[config.mk]
export PLATFORM = sky130hd
export DESIGN_NAME = booth_mult_seq_ctrl
export DESIGN_NICKNAME = d
export VERILOG_FILES = /design/src/rtl/booth_pkg.sv /design/src/rtl/booth_r4_decode.sv /design/src/rtl/booth_mult_seq_ctrl.sv
export SDC_FILE = /design/constraint.sdc
export NUM_CORES = 1
export LEC_CHECK = 0
export ABC_CLOCK_PERIOD_IN_PS = 3100
export BUFFER_PORTS_ARGS = -buffer_cell sky130_fd_sc_hd__buf_2
export CAP_MARGIN = 20
export CORE_MARGIN = 4
export CORE_UTILIZATION = 40
export DETAILED_ROUTE_END_ITERATION = 6
export PLACE_DENSITY = 0.73
export SYNTH_ARGS = -nofsm -noshare
export SYNTH_HDL_FRONTEND = slang
export SYNTH_SLANG_ARGS = --single-unit
[constraint.sdc]
create_clock -name clk -period 3.1 [get_ports clk]
set_clock_uncertainty 0.1 [all_clocks]
set_input_delay 0.155 -clock clk [delete_from_list [all_inputs] [get_ports clk]]
set_output_delay 0.155 -clock clk [all_outputs]
set_load 0.005 [all_outputs]
[src/rtl/booth_pkg.sv]
// rtl/booth_pkg.sv - shared state type, Booth triplet codes and iteration-count helper
package booth_pkg;

  typedef enum logic [1:0] {
    IDLE   = 2'd0,
    INIT   = 2'd1,
    RUN    = 2'd2,
    FINISH = 2'd3
  } state_e;

  localparam logic [2:0] BT_ZERO0 = 3'b000;
  localparam logic [2:0] BT_POS1A = 3'b001;
  localparam logic [2:0] BT_POS1B = 3'b010;
  localparam logic [2:0] BT_POS2  = 3'b011;
  localparam logic [2:0] BT_NEG2  = 3'b100;
  localparam logic [2:0] BT_NEG1A = 3'b101;
  localparam logic [2:0] BT_NEG1B = 3'b110;
  localparam logic [2:0] BT_ZERO1 = 3'b111;

  // Unsigned operands need one extra step to consume the zero-extended top triplet.
  function automatic int num_iter(input int width, input logic is_signed);
    return is_signed ? width / 2 : width / 2 + 1;
  endfunction

endpackage

[src/rtl/booth_r4_decode.sv]
// rtl/booth_r4_decode.sv - radix-4 Booth triplet to partial-product control decode
module booth_r4_decode
  import booth_pkg::*;
(
  input  logic [2:0] bits,
  output logic       zero,
  output logic       mltnd_shift,
  output logic       sub
);

  always_comb begin
    zero        = 1'b0;
    mltnd_shift = 1'b0;
    sub         = 1'b0;
    case (bits)
      BT_ZERO0, BT_ZERO1: zero = 1'b1;
      BT_POS1A, BT_POS1B: ;
      BT_POS2:            mltnd_shift = 1'b1;
      BT_NEG2: begin
        mltnd_shift = 1'b1;
        sub         = 1'b1;
      end
      BT_NEG1A, BT_NEG1B: sub = 1'b1;
      default: ;
    endcase
  end

endmodule

[src/rtl/booth_mult_seq_ctrl.sv]
// rtl/booth_mult_seq_ctrl.sv - radix-4 Booth sequencing controller (IDLE/INIT/RUN/FINISH)
// Optional abort input enabled by defining BOOTH_ABORT_EN.
module booth_mult_seq_ctrl
  import booth_pkg::*;
#(
  parameter  int WIDTH = 32,
  localparam int CW    = $clog2(WIDTH / 2 + 2)
) (
  input  logic          clk,
  input  logic          rst_n,
  input  logic          start_mult,
  input  logic          is_signed,
  input  logic [2:0]    bits,
`ifdef BOOTH_ABORT_EN
  input  logic          abort,
`endif
  output logic          ready,
  output logic          busy,
  output logic          init_cycle,
  output logic          mltnd_shift,
  output logic          sub,
  output logic          zero,
  output logic          finish_cyc,
  output logic          done,
  output logic [CW-1:0] iter
);

  localparam logic [CW-1:0] LAST_S = CW'(num_iter(WIDTH, 1'b1) - 1);
  localparam logic [CW-1:0] LAST_U = CW'(num_iter(WIDTH, 1'b0) - 1);

  state_e        state_q, state_d;
  logic [CW-1:0] iter_q, iter_d;
  logic          mode_q, mode_d;
  logic          done_q;
  logic          abort_req;
  logic [CW-1:0] last_iter;
  logic          in_run;
  logic          dec_zero, dec_shift, dec_sub;

`ifdef BOOTH_ABORT_EN
  assign abort_req = abort;
`else
  assign abort_req = 1'b0;
`endif

  assign last_iter = mode_q ? LAST_S : LAST_U;

  always_comb begin
    state_d = state_q;
    iter_d  = iter_q;
    mode_d  = mode_q;
    case (state_q)
      IDLE: begin
        if (start_mult) begin
          state_d = INIT;
          mode_d  = is_signed;
          iter_d  = '0;
        end
      end
      INIT: begin
        iter_d  = '0;
        state_d = abort_req ? IDLE : RUN;
      end
      RUN: begin
        // Abort wins over the last-iteration exit so no FINISH is ever produced.
        if (abort_req) begin
          state_d = IDLE;
          iter_d  = '0;
        end else if (iter_q == last_iter) begin
          state_d = FINISH;
        end else begin
          iter_d = iter_q + CW'(1);
        end
      end
      FINISH:  state_d = IDLE;
      default: state_d = IDLE;
    endcase
  end

  always_ff @(posedge clk or negedge rst_n) begin
    if (!rst_n) begin
      state_q <= IDLE;
      iter_q  <= '0;
      mode_q  <= 1'b0;
      done_q  <= 1'b0;
    end else begin
      state_q <= state_d;
      iter_q  <= iter_d;
      mode_q  <= mode_d;
      done_q  <= (state_q == FINISH);
    end
  end

  booth_r4_decode u_decode (
    .bits        (bits),
    .zero        (dec_zero),
    .mltnd_shift (dec_shift),
    .sub         (dec_sub)
  );

  assign in_run      = (state_q == RUN);
  assign ready       = (state_q == IDLE);
  assign busy        = (state_q != IDLE);
  assign init_cycle  = (state_q == INIT);
  assign finish_cyc  = (state_q == FINISH);
  assign done        = done_q;
  assign iter        = iter_q;
  assign zero        = in_run & dec_zero;
  assign mltnd_shift = in_run & dec_shift;
  assign sub         = in_run & dec_sub;

endmodule

==> results_dict.tcl, run 1 <==
set metrics [dict create \
    netlist_area_um2 630.6 \
    cp_data_required_time_ps 2840 \
    drc 0 \
    setup_viol 0 \
    antenna_found_initial 0 \
    io_pins 20 \
    grt_util_all_layers 0.1297 \
    setup-tns-final_ps 0 \
    htreeDepth 1 \
    critPathLaunch "state_q[0]" \
    p_leak_nw 0.3866 \
    cp.arrival_ps 1610 \
    syn_inst 64 \
    final_cells 103 \
    fillers 140 \
    synth_edf_count 0 \
    cts.sinks 9 \
    grt_pass1_wl_mm 2.021 \
    core_region_area_mm2 0.001506 \
    maxCapViolCount 0 \
    power_density_mw_per_mm2 859.9 \
    diodes 0 \
    synth-seq-cells 9 \
    peakVddDrop_mv 0.5220 \
    final_nets 101 \
    cts_buffer_depth 2 \
    yosysWarnings 0 \
    die_h_um 47.71 \
    worstHoldStart "is_signed" \
    overflow 0 \
    path_max_fanout 15 \
    fmaxAchievable_mhz 535.0 \
    area_delta_synth_final_pct 23.41 \
    final_antenna_net_count 0 \
    vias_per_cell 5.505 \
    grt_pass1_vias 492 \
    regArea_um2 225.2 \
    multi_input_area_um2 390.4 \
    hp-class "input port to flop" \
    hpwl_mm 1.041 \
    wirelength_mm 1.351 \
    regToRegStartpoint "state_q[0]" \
    drv_slew 0 \
    grt_setup_unrepaired "no" \
    syn_avg_cell_area_um2 9.853 \
    place_inst 98 \
    drive_gt1_frac 0.3333 \
    clkTransAtPathRegs_ps 60 \
    holdPathStages 2 \
    cts-root-buf "clkbuf_4" \
    grt_start_max_net_pins 16 \
    synthFlopType "dfrtp_1" \
    crit_type "flop to primary output" \
    synth_nets 77 \
    postPlaceCellArea_um2 742.0 \
    cts_buffers 3 \
    rows 14 \
    synth.yosys.seq_area_share 0.3571 \
    worst-r2r-cell-count 6 \
    cp-end-kind "primary output" \
    worstSetupStartpointType "flop" \
    die_area_mm2 0.002276 \
    tritoncts "done" \
    routabilityCongestion 0.7364 \
    port_buffers 19 \
    fp.dieW_um 47.71 \
    post-route-cell-area_um2 778.2 \
    relSlewSlack 0.6890 \
    hold_viol_final 0 \
    num_vias 567 \
    drt_iter0_markers 11 \
    start_util 0.4186 \
    worst_slew_pin_slew_ps 466.5 \
    status "complete, no violations" \
    finalCritPeriodShare 0.6030 \
    ys_types 32 \
    synthArstFlopShare 1.000 \
    clk_latency_ps 270 \
    dr.pass1.iters 4 \
    min_period_ps 1869 \
    post-cts-setup-buffers 0 \
    wl_per_cell_um 13.12 \
]
sequential cells by signal, indices dropped and copies added, names as in the netlist:
signal and cells:
done 1, iter 5, mode_q 1, state_q 2
critical path, cell delays in order, from the launching register on:
cell,delay [ps]
dfrtp_1,420
inv_1,110
ha_1,460
a21boi_0,220
buf_2,130
what timing repair did:
item	in CTS	in global routing
gates resized for setup	0	0
hold endpoints to repair	9	0
hold buffers	1	0
metrics by stage:
stage	total power [mW]	setup slack, ps	util	hold WS [ps]
after floorplan	0.4646	1471	-	-240.6
final	0.6692	1231	0.5166	14.93
after global routing	0.7353	1075	0.5166	23.70
after detailed placement	0.5813	1240	0.4925	-78.22
after CTS	0.6796	1222	0.5166	5.317
after global placement	0.5656	1328	0.4925	-81.02
cell type report:
| class | instances | area share |
|---|---|---|
| Sequential cell | 9 | 0.2894 |
| Inverter | 3 | 0.01447 |
| Timing Repair Buffer | 20 | 0.1350 |
| Clock buffer | 4 | 0.03376 |
| Multi-Input combinational cell | 51 | 0.5016 |
| Tap cell | 16 | 0.02572 |
cell usage in the layout, fill, tap and decap left out:
master and count:
a21boi_0 2, a21oi_1 2, a21oi_2 1, a22oi_4 1, a31oi_1 2, a41oi_1 1, and2b_1 1, and3_1 1
and4_1 1, buf_2 19, clkbuf_1 1, clkbuf_4 3, dfrtp_1 9, dlygate4sd3_1 1, ha_1 6, inv_1 3
mux2_1 1, mux2_2 1, nand2_1 5, nand2b_1 2, nand3_1 5, nand3b_1 1, nand4_1 3, nor2_1 1
nor2b_1 3, nor3_1 1, nor3b_1 1, nor4_4 1, o211ai_1 1, o21ai_0 2, o21ai_1 1, o32a_2 1
or2_2 1, or3_1 1, or3b_2 1
where the power goes:
part / leakage [nW] / total (mW) / internal, mW / switching (mW)
Clock: 0.0150 / 0.0941 / 0.0498 / 0.0443
Sequential: 0.115 / 0.225 / 0.162 / 0.0627
Combinational: 0.256 / 0.350 / 0.171 / 0.179
final timing paths:
kind,to,slack (ps)
worst max-delay path,mltnd_shift,1230
max in group asynchronous,iter[3],2550
worst min-delay path,mode_q,10
worst min register to register,mode_q,430
worst max register to register,iter[2],1240
min in group asynchronous,state_q[1],160
cells by family after synthesis:
group	count (synthesis)	synth area share
adders and majority gates	6	0.1190
and+or+nand+nor	29	0.2897
buffers and inverters	4	0.02380
muxes	2	0.03571
DFF	9	0.3571
AOI/OAI and AO/OA	14	0.1746
routing by layer:
metal / share of wire / vias to the layer above / track usage
li1: - / 286 / -
met1: 0.44 / 261 / 0.1500
met2: 0.47 / 17 / 0.2111
met3: 0.063 / 3 / 0.02256
met4: 0.027 / 0 / 0.09677
met5: 0 / - / 0
cells in the mapped netlist (all sizes together), types with 2 or more instances:
cell,n,share of area
nor2b,3,0.030
o21ai,3,0.024
a31oi,2,0.020
nand2,5,0.030
ha,6,0.12
nand3,5,0.040
a21boi,2,0.024
nand2b,2,0.020
inv,3,0.018
dfrtp,9,0.36
mux2,2,0.036
a21oi,3,0.030
nand4,3,0.030
No activity file was read; power rests on OpenSTA's default activity.
==> run 2: changes to the inputs <==
Settings changed: ABC_CLOCK_PERIOD_IN_PS 3100 to 1760.
Clock period 3.1 ns to 1.76 ns, I/O delays scaled along.
==> run 2 against run 1 <==
Effect of this change:
- power rose by 90%
- setup slack got worse by 1200 ps
- combinational power rose by 110%
- clock-buffer cell count did not move
- first-iteration DRC count fell by 45%
- sequential share of layout area fell by 2.2 points
- routed wire length rose by 5.0%
- die area did not move
- non-clock buffer count rose by 7
- critical path depth rose by 1
==> results_dict.tcl, run 2 (synthesis results as in run 1) <==
set metrics [dict create \
    status "complete, no violations" \
    rows 14 \
    cp-end-kind "primary output" \
    critPathLaunch "state_q[0]" \
    switching_share 0.4121 \
    comb_power_share 0.585 \
    post-route-cell-area_um2 840.8 \
    largest_register_ffs 5 \
    slowest_delay_ps 420 \
    cp_top_family "buffers and inverters" \
    reg2reg_setup_slack_ps 100 \
    crit_end "mltnd_shift" \
    final_cells 110 \
    net-switching-power_uw 525.3 \
    cts_buffer_depth 2 \
    pwr-share-seq 0.290 \
    grt_pass1_vias 490 \
    worst_slew_pin_slew_ps 276.0 \
    overflow 0 \
    crit_buf_inv 3 \
    p_int_uw 749.5 \
    wl_per_cell_um 12.89 \
    cts_buffers 3 \
    final_common_cell "buf_2" \
    worst-r2r-cell-count 6 \
    wirelength_mm 1.418 \
    cp.arrival_ps 1510 \
    tritoncts "done" \
    drv_slew 0 \
    fin_util 0.5581 \
    setup_viol 0 \
    routabilityCongestion 0.7382 \
    power_density_mw_per_mm2 1516 \
    hpwl_mm 1.064 \
    layout_common_cells "buf_2, dfrtp_1, buf_4, nand3_1, nand2_1" \
    relSlewSlack 0.8156 \
    antenna_found_initial 0 \
    clk_latency_ps 260 \
    hp-class "input port to flop" \
    peakVddDrop_mv 0.9805 \
    clkPwrFrac 0.126 \
    grt_util_all_layers 0.1371 \
    regArea_um2 225.2 \
    worstSetupStartpointType "flop" \
    cp_data_required_time_ps 1570 \
    final_antenna_net_count 0 \
    path_max_fanout 12 \
    postPlaceCellArea_um2 779.5 \
    num_vias 583 \
    grt_start_max_net_pins 13 \
    cp_slowest_cell "dfrtp_1" \
    min_period_ps 1697 \
    clkTransAtPathRegs_ps 60 \
    die_area_mm2 0.002276 \
    maxCapViolCount 0 \
    regToRegStartpoint "state_q[0]" \
    port_buffers 19 \
    r2r-end "iter[2]" \
    final_nets 108 \
    cp.depth 5 \
    drive_gt1_frac 0.4149 \
    cp_cell_sequence "inv_2 -> ha_2 -> buf_4 -> a21boi_0 -> buf_2" \
    drc 0 \
    crit_type "flop to primary output" \
    timing.hold.ws_ps 77.88 \
    htreeDepth 1 \
    fp.dieW_um 47.71 \
    setup-tns-final_ps 0 \
    drt_iter0_markers 6 \
    multi_input_area_um2 397.9 \
    setup_slack_ps 62.62 \
    fmaxAchievable_mhz 589.1 \
    power_mw 1.275 \
    diodes 0 \
    io_pins 20 \
    place_ws_ps 37.86 \
    grt_setup_unrepaired "yes" \
    fillers 136 \
    vias_per_cell 5.300 \
    cts.sinks 9 \
    cts-root-buf "clkbuf_4" \
    grt_pass1_wl_mm 2.090 \
    hold_viol_final 0 \
    start_util 0.4186 \
    p_leak_nw 0.4170 \
    core_region_area_mm2 0.001506 \
    dr.pass1.iters 4 \
    die_h_um 47.71 \
    area_delta_synth_final_pct 33.33 \
    finalCritPeriodShare 0.9644 \
    place_inst 103 \
]
## run 2: cell count changes in the layout (fill, tap and decap cells not counted), sizes merged
cell         change
dlygate4sd3      +1
buf              +6
## run 2: worst min-delay path by stage
| stage | start | to | slack, ps | cells after the start |
|---|---|---|---|---|
| after floorplan | rst_n | done | -310 | 0 |
| after global placement | rst_n | state_q[1] | -150 | 1 |
| after detailed placement | rst_n | state_q[1] | -150 | 1 |
| after CTS | start_mult | mode_q | 70 | 3 |
| after global routing | start_mult | mode_q | 80 | 3 |
| final | start_mult | mode_q | 80 | 3 |
## run 2: routing by layer
metal | global-route usage | routed length, µm | vias to the layer above
met5 | 0 | 0 | -
met4 | 0.09677 | 25 | 0
met3 | 0.03383 | 76 | 4
met2 | 0.2058 | 686 | 14
met1 | 0.1701 | 629 | 266
li1 | - | - | 299
## run 2: what timing repair did
item,4_1_cts,5_1_grt
hold endpoints to repair,10,0
setup endpoints to repair,1,5
gates resized for setup,2,2
setup buffers,0,1
hold buffers,2,0
## run 2: power groups by stage
stage | logic (mW) | registers [mW] | clock network [mW]
2_1_floorplan | 0.438 | 0.380 | 0
3_3_place_gp | 0.693 | 0.366 | 0
3_5_place_dp | 0.708 | 0.371 | 0
4_1_cts | 0.724 | 0.368 | 0.167
5_1_grt | 0.830 | 0.381 | 0.175
6_report | 0.745 | 0.370 | 0.160
## run 2: area by class of cell
cell class | count | share of cell area
Inverter | 3 | 0.01339
Clock buffer | 4 | 0.03125
Tap cell | 16 | 0.02381
Timing Repair Buffer | 27 | 0.1905
Sequential cell | 9 | 0.2679
Multi-Input combinational cell | 51 | 0.4732
## run 2: worst reg2reg max path, stage by stage (launching register included)
cell and delay, ps:
dfrtp_1 410, inv_2 80, ha_2 220, nor2b_2 180, or2_2 320, o21ai_0 150
o21ai_1 80
